**src/rtl/keypad_scan_ctrl.sv**
```systemverilog
// Keypad scanner: sequences a 12-channel key mux, debounces each channel and queues
// press codes in a small FIFO drained through a valid/ready handshake.
module keypad_scan_ctrl #(
  parameter int unsigned DWELL      = 2,
  parameter int unsigned DEB_CYCLES = 4,
  parameter int unsigned FIFO_DEPTH = 4
) (
  input  logic        clk_i,
  input  logic        rst_i,
  input  logic        enable_i,
  input  logic        key_in_i,
  output logic [3:0]  sel_o,
  output logic [3:0]  key_code_o,
  output logic        key_valid_o,
  input  logic        key_ready_i,
  output logic [11:0] key_held_o,
  output logic        overflow_o,
  input  logic        ovf_clr_i,
  output logic        scan_done_o
);

  localparam int unsigned NumCh = 12;
  localparam int unsigned PtrW  = $clog2(FIFO_DEPTH);
  localparam int unsigned CntW  = PtrW + 1;

  localparam logic [3:0]      LastCh    = 4'd11;
  localparam logic [3:0]      SettleEnd = 4'(DWELL - 2);
  localparam logic [3:0]      SampleCnt = 4'(DWELL - 1);
  localparam logic [3:0]      DebLast   = 4'(DEB_CYCLES - 1);
  localparam logic [CntW-1:0] FullCnt   = CntW'(FIFO_DEPTH);

  typedef enum logic [1:0] {StIdle, StSettle, StSample} state_e;

  state_e           state_q, state_d;
  logic [3:0]       dwell_q, dwell_d;
  logic [3:0]       sel_q, sel_d;
  logic [3:0]       deb_cnt_q [NumCh];
  logic [3:0]       deb_cnt_d [NumCh];
  logic [11:0]      key_held_q, key_held_d;
  logic [3:0]       mem_q [FIFO_DEPTH];
  logic [3:0]       mem_d [FIFO_DEPTH];
  logic [PtrW-1:0]  wr_ptr_q, wr_ptr_d, rd_ptr_q, rd_ptr_d;
  logic [CntW-1:0]  count_q, count_d;
  logic [3:0]       key_code_q, key_code_d;
  logic             key_valid_q, key_valid_d;
  logic             overflow_q, overflow_d;
  logic             scan_done_q, scan_done_d;

  logic sample, wrap, push, push_ok, pop, drop;

  // Scan sequencer: enable low always parks in idle and discards the partial dwell.
  always_comb begin
    state_d = state_q;
    dwell_d = dwell_q;
    sel_d   = sel_q;
    sample  = 1'b0;
    wrap    = 1'b0;
    if (!enable_i) begin
      state_d = StIdle;
    end else begin
      unique case (state_q)
        StIdle: begin
          state_d = StSettle;
          dwell_d = '0;
        end
        StSettle: begin
          if (dwell_q == SettleEnd) begin
            state_d = StSample;
            dwell_d = SampleCnt;
          end else begin
            dwell_d = dwell_q + 4'd1;
          end
        end
        StSample: begin
          sample  = 1'b1;
          state_d = StSettle;
          dwell_d = '0;
          if (sel_q == LastCh) begin
            sel_d = '0;
            wrap  = 1'b1;
          end else begin
            sel_d = sel_q + 4'd1;
          end
        end
        default: state_d = StIdle;
      endcase
    end
  end

  always_comb begin
    deb_cnt_d  = deb_cnt_q;
    key_held_d = key_held_q;
    push       = 1'b0;
    if (sample) begin
      if (key_in_i == key_held_q[sel_q]) begin
        deb_cnt_d[sel_q] = '0;
      end else if (deb_cnt_q[sel_q] == DebLast) begin
        key_held_d[sel_q] = ~key_held_q[sel_q];
        deb_cnt_d[sel_q]  = '0;
        push              = ~key_held_q[sel_q];
      end else begin
        deb_cnt_d[sel_q] = deb_cnt_q[sel_q] + 4'd1;
      end
    end
  end

  // A pop in the same cycle frees a slot, so a push into a full queue still lands.
  always_comb begin
    mem_d    = mem_q;
    wr_ptr_d = wr_ptr_q;
    rd_ptr_d = rd_ptr_q;
    count_d  = count_q;
    pop      = key_valid_q & key_ready_i;
    push_ok  = push & ((count_q != FullCnt) | pop);
    drop     = push & ~push_ok;
    if (push_ok) begin
      mem_d[wr_ptr_q] = sel_q;
      wr_ptr_d        = wr_ptr_q + PtrW'(1);
    end
    if (pop) begin
      rd_ptr_d = rd_ptr_q + PtrW'(1);
    end
    case ({push_ok, pop})
      2'b10:   count_d = count_q + CntW'(1);
      2'b01:   count_d = count_q - CntW'(1);
      default: count_d = count_q;
    endcase
    key_valid_d = (count_d != '0);
    key_code_d  = key_valid_d ? mem_d[rd_ptr_d] : key_code_q;
    if (drop) begin
      overflow_d = 1'b1;
    end else if (ovf_clr_i) begin
      overflow_d = 1'b0;
    end else begin
      overflow_d = overflow_q;
    end
    scan_done_d = wrap;
  end

  always_ff @(posedge clk_i) begin
    if (rst_i) begin
      state_q     <= StIdle;
      dwell_q     <= '0;
      sel_q       <= '0;
      deb_cnt_q   <= '{default: '0};
      key_held_q  <= '0;
      mem_q       <= '{default: '0};
      wr_ptr_q    <= '0;
      rd_ptr_q    <= '0;
      count_q     <= '0;
      key_code_q  <= '0;
      key_valid_q <= 1'b0;
      overflow_q  <= 1'b0;
      scan_done_q <= 1'b0;
    end else begin
      state_q     <= state_d;
      dwell_q     <= dwell_d;
      sel_q       <= sel_d;
      deb_cnt_q   <= deb_cnt_d;
      key_held_q  <= key_held_d;
      mem_q       <= mem_d;
      wr_ptr_q    <= wr_ptr_d;
      rd_ptr_q    <= rd_ptr_d;
      count_q     <= count_d;
      key_code_q  <= key_code_d;
      key_valid_q <= key_valid_d;
      overflow_q  <= overflow_d;
      scan_done_q <= scan_done_d;
    end
  end

  assign sel_o       = sel_q;
  assign key_code_o  = key_code_q;
  assign key_valid_o = key_valid_q;
  assign key_held_o  = key_held_q;
  assign overflow_o  = overflow_q;
  assign scan_done_o = scan_done_q;

endmodule

```
**config.mk**
```make
export PLATFORM = sky130hd
export DESIGN_NAME = keypad_scan_ctrl
export DESIGN_NICKNAME = d
export VERILOG_FILES = /design/src/rtl/keypad_scan_ctrl.sv
export SDC_FILE = /design/constraint.sdc
export NUM_CORES = 1
export LEC_CHECK = 0
export BUFFER_PORTS_ARGS = -buffer_cell sky130_fd_sc_hd__buf_2
export CAP_MARGIN = 40
export CORE_UTILIZATION = 55
export CTS_CLUSTER_SIZE = 14
export DETAILED_ROUTE_END_ITERATION = 10
export PLACE_DENSITY = 0.8
export SYNTH_ARGS = -nofsm -noshare
export SYNTH_HDL_FRONTEND = slang
export SYNTH_SLANG_ARGS = --single-unit
export TNS_END_PERCENT = 100
```
**constraint.sdc**
```tcl
create_clock -name clk_i -period 5.65 [get_ports clk_i]
set_input_delay 0.565 -clock clk_i [delete_from_list [all_inputs] [get_ports clk_i]]
set_output_delay 0.565 -clock clk_i [all_outputs]
set_load 0.03 [all_outputs]
```
==> results.md <==
Placed design:
- During placement, the flow inserted port buffers numbering 28.
- The final weighted congestion of routability-driven global placement is 0.899.
- The setup slack at placement is about 870 ps.
- The HPWL after detailed placement is about 7800 um.

Global route:
- The aggregate global routing overflow is 0.
- Global routing used 43.0% of the available met2 tracks.
- Entering global routing, the biggest net connects 56 pins.
- The met1 track demand over resource in global routing is about 30%.
- The number of antenna violations at the first check in global routing is 0.
- Across every metal layer, demand over resource in global routing totals 24.8%.
- The via count of the first global-routing pass is roughly 3900.
- The first global-routing pass estimated between 15000 and 20000 um of wire.
- The met3 layer usage reported by global route is roughly 4%.
- The most congested layer reported by global routing is met2.

Yosys:
- The number of nets in the synthesized netlist is 544.
- The number of synthesized flops with an enable pin is 0.
- The count of state elements after synthesis is 100.
- The cell count after synthesis is roughly 530.
- In this run the mean area of a mapped cell was 9.40 sq um.
- The number of distinct library cells after synthesis is 55.
- The sequential share of the synthesized area is 40.6%.
- In this run the cell area of the synthesized design comes to about 4900 sq um.
- The proportion of register bits with asynchronous set or reset after synthesis is 0%.
- For this run, the number of Yosys warnings is 0.
- The main flop type after synthesis is sky130_fd_sc_hd__dfxtp_1.

Timing:
- The clock skew is about 8.7 ps.
- Static timing analysis puts the maximum clock frequency at about 0.21 GHz.
- The sum of negative setup slack is 0 ps.
- The count of final hold-check violations is 0.
- The count of endpoints failing setup in the final report is 0.
- The tightest slew margin relative to the limit is roughly 41%.
- The final cycle utilization of the critical path is 84.7%.
- Setup repair after global routing left no endpoint under its margin.
- For the pin with the worst max-slew slack, the measured transition is about 880 ps.
- The count of final max-slew check failures was 0.
- The time the worst path needs with I/O delays and setup is 4780 ps.
- After layout, the worst setup slack is 866 ps.

Min path:
- The worst hold path was traced through 2 stages.
- The worst hold path belongs to the class input pin to flop.

Worst setup path:
- The kind of launch point of the worst setup path is a flop.
- For the worst setup path, the data required time is around 5900 ps.
- The largest fanout of any net on the critical path is 13.
- The endpoint arrival time on the critical path is around 5000 ps.
- The worst setup path is captured at a flop.
- The critical setup path kind is flop to flop.
- The number of cells on the worst reg-to-reg path is 18.

Layout:
- The total area of multi-input combinational cells is about 2700 sq um.
- The number of antenna diodes is 0.
- The net count of the finished layout is between 500 and 600.
- The library cell used most frequently in the layout, excluding fill and tap cells, is sky130_fd_sc_hd__dfxtp_1.
- Cells with a size suffix above 1 make up around 13% of the layout.
- Across the whole layout, storage elements account for between 2000 and 2500 sq um.
- The area growth from synthesis to layout is 8.11%.
- In the layout the commonest cells are sky130_fd_sc_hd__dfxtp_1 (100), sky130_fd_sc_hd__nor2_1 (80), sky130_fd_sc_hd__mux2i_1 (66), sky130_fd_sc_hd__nand2_1 (48), sky130_fd_sc_hd__buf_2 (28).
- The fill cell total of the finished layout is roughly 730.
- The end-of-flow core utilization is 61.2%.

Detailed routing:
- For this block, the initial DRC count from the detailed router was 227.
- For this run, the detailed router's first-pass iteration total came to 5.
- The number of remaining DRC errors is 0.
- The final wirelength is 11100 um.
- After detailed routing, the number of vias per cell comes to 6.01.
- The antenna violation net count after detailed routing is 0.
- In the final routed layout, each cell accounts on average for 16.9 um.
- The detailed router placed slightly below 4000 vias in this run.

Clock network:
- Counting along the longest clock path gives a buffer depth of 2.
- Clock-pin slew was measured on the worst setup and hold paths at ~100 ps.
- The clock net sink count is 100.
- The later pin in the worst-skew pair is clocked with a latency of ~380 ps.
- The tree is rooted in a sky130_fd_sc_hd__clkbuf_8.
- The number of buffers inserted for hold repair after clock tree synthesis is 0.
- The number of buffers created by CTS is 9.
- The count of buffers added by post-CTS timing repair for setup is 0.
- The number of levels in the clock H-tree is 3.
- Gates resized during post-CTS repair numbered 0.
- The clock tree from TritonCTS is built.

Floorplanning:
- The height of the die is a little under 100 um.
- The core box area is just under 9000 sq um.
- The cell row count is 34.
- The floorplan step defined a die boundary enclosing ~9400 sq um.
- The starting density of the core is between 50% and 60%.
- Measured along the x axis, the die boundary spans just under 100 um.
- The top-level port count is 29.

Pwr:
- IR analysis of the VDD net gives a maximum drop of about 0.00012 V.
- For this design the static power due to leakage is between 0.002 and 0.0025 uW.
- Power spread over the standard cell area amounts to about 220 nW/um^2.

Run:
- Max-cap violations in this run came to 0.

Status:
- The flow ran to the end, and the final reports show no timing, DRC or antenna violations.
==> final timing paths <==
kind | startpoint | end | slack [ps]
min | rst_i | mem_q[13]$_SDFF_PP0_ | 390
max reg2reg | sel_o[3]$_SDFFE_PP0P_ | key_code_o[1]$_SDFFE_PP0P_ | 870
min reg2reg | deb_cnt_q[2]$_SDFFE_PP0P_ | deb_cnt_q[2]$_SDFFE_PP0P_ | 480
max | sel_o[3]$_SDFFE_PP0P_ | key_code_o[1]$_SDFFE_PP0P_ | 870
==> worst max-delay path, cell delays in order (launching register included) <==
cell and delay (ps):
sky130_fd_sc_hd__dfxtp_1 570, sky130_fd_sc_hd__nor2b_1 560, sky130_fd_sc_hd__a22oi_1 180, sky130_fd_sc_hd__nand2_1 140
sky130_fd_sc_hd__ha_1 160, sky130_fd_sc_hd__inv_1 60, sky130_fd_sc_hd__a21o_1 160, sky130_fd_sc_hd__a31oi_2 320
sky130_fd_sc_hd__nand4_4 220, sky130_fd_sc_hd__ha_1 310, sky130_fd_sc_hd__fa_1 380, sky130_fd_sc_hd__xnor2_1 250
sky130_fd_sc_hd__xor2_1 170, sky130_fd_sc_hd__a31oi_1 90, sky130_fd_sc_hd__buf_4 180, sky130_fd_sc_hd__nor3b_1 150
sky130_fd_sc_hd__nand2_1 70, sky130_fd_sc_hd__o21ai_0 200, sky130_fd_sc_hd__a2111oi_1 480
==> final cells by class <==
cell class	count	area share, %
sequential	100	37.5
inverter	14	0.985
multi-input combinational	378	51.2
clock inverter	7	1.06
tap	108	2.53
timing repair buffer	39	4.41
clock buffer	9	2.32
==> stage by stage <==
| step | total power, uW | cell area, sq um | instances | hold WS (ps) |
|---|---|---|---|---|
| floorplan | 746 | 4940 | 525 | 432 |
| global placement | 755 | 5140 | 638 | 441 |
| detailed placement | 757 | 5160 | 639 | 450 |
| CTS | 1180 | 5340 | 655 | 376 |
| global route | 1210 | 5340 | 655 | 400 |
| finish | 1170 | 5340 | 655 | 386 |
==> flip-flops by register name, summed over array words and instances (netlist names) <==
name	cells
count_q	3
deb_cnt_q	48
dwell_q	4
key_code_o	4
key_held_o	12
key_valid_o	1
mem_q	16
overflow_o	1
rd_ptr_q	2
scan_done_o	1
sel_o	4
state_q	2
wr_ptr_q	2
==> synthesized netlist by cell type (all sizes together), types with 5 or more instances <==
library cell	n	area share, %
a211oi	8	1.2
a21oi	13	1.5
and2	7	0.89
buf	13	1.5
clkbuf	20	1.5
dfxtp	100	41
ha	12	3.0
inv	14	1.1
mux2i	66	13
mux4	13	6.3
nand2	48	3.7
nand2b	13	1.6
nand3	17	1.7
nand3b	5	0.76
nor2	80	6.1
nor2b	5	0.63
nor3	13	1.4
nor3b	9	1.4
o21ai	6	0.61
o31ai	5	0.76
xnor2	8	1.4
==> cells by family after synthesis <==
group                    share of synthesized area, %
AO/OA/AOI/OAI                                    8.52
XOR/XNOR                                         1.95
adder cells (fa/ha/maj)                          3.45
buffers and inverters                            4.11
flip-flops                                       40.6
multiplexers                                     19.7
AND/OR/NAND/NOR                                  21.7
==> power breakdown <==
group	switching [uW]	internal [uW]	total, uW
logic	22.4	10.7	33.2
registers	2.08	705	707
clock network	265	166	432
==> layer usage <==
metal | wire, um | vias up
met1 | 4790 | 1880
met3 | 634 | 23
met2 | 5400 | 151
met4 | 253 | 0
li1 | - | 1881
met5 | 0 | -
Note: power is estimated with default switching activity, not from simulation.
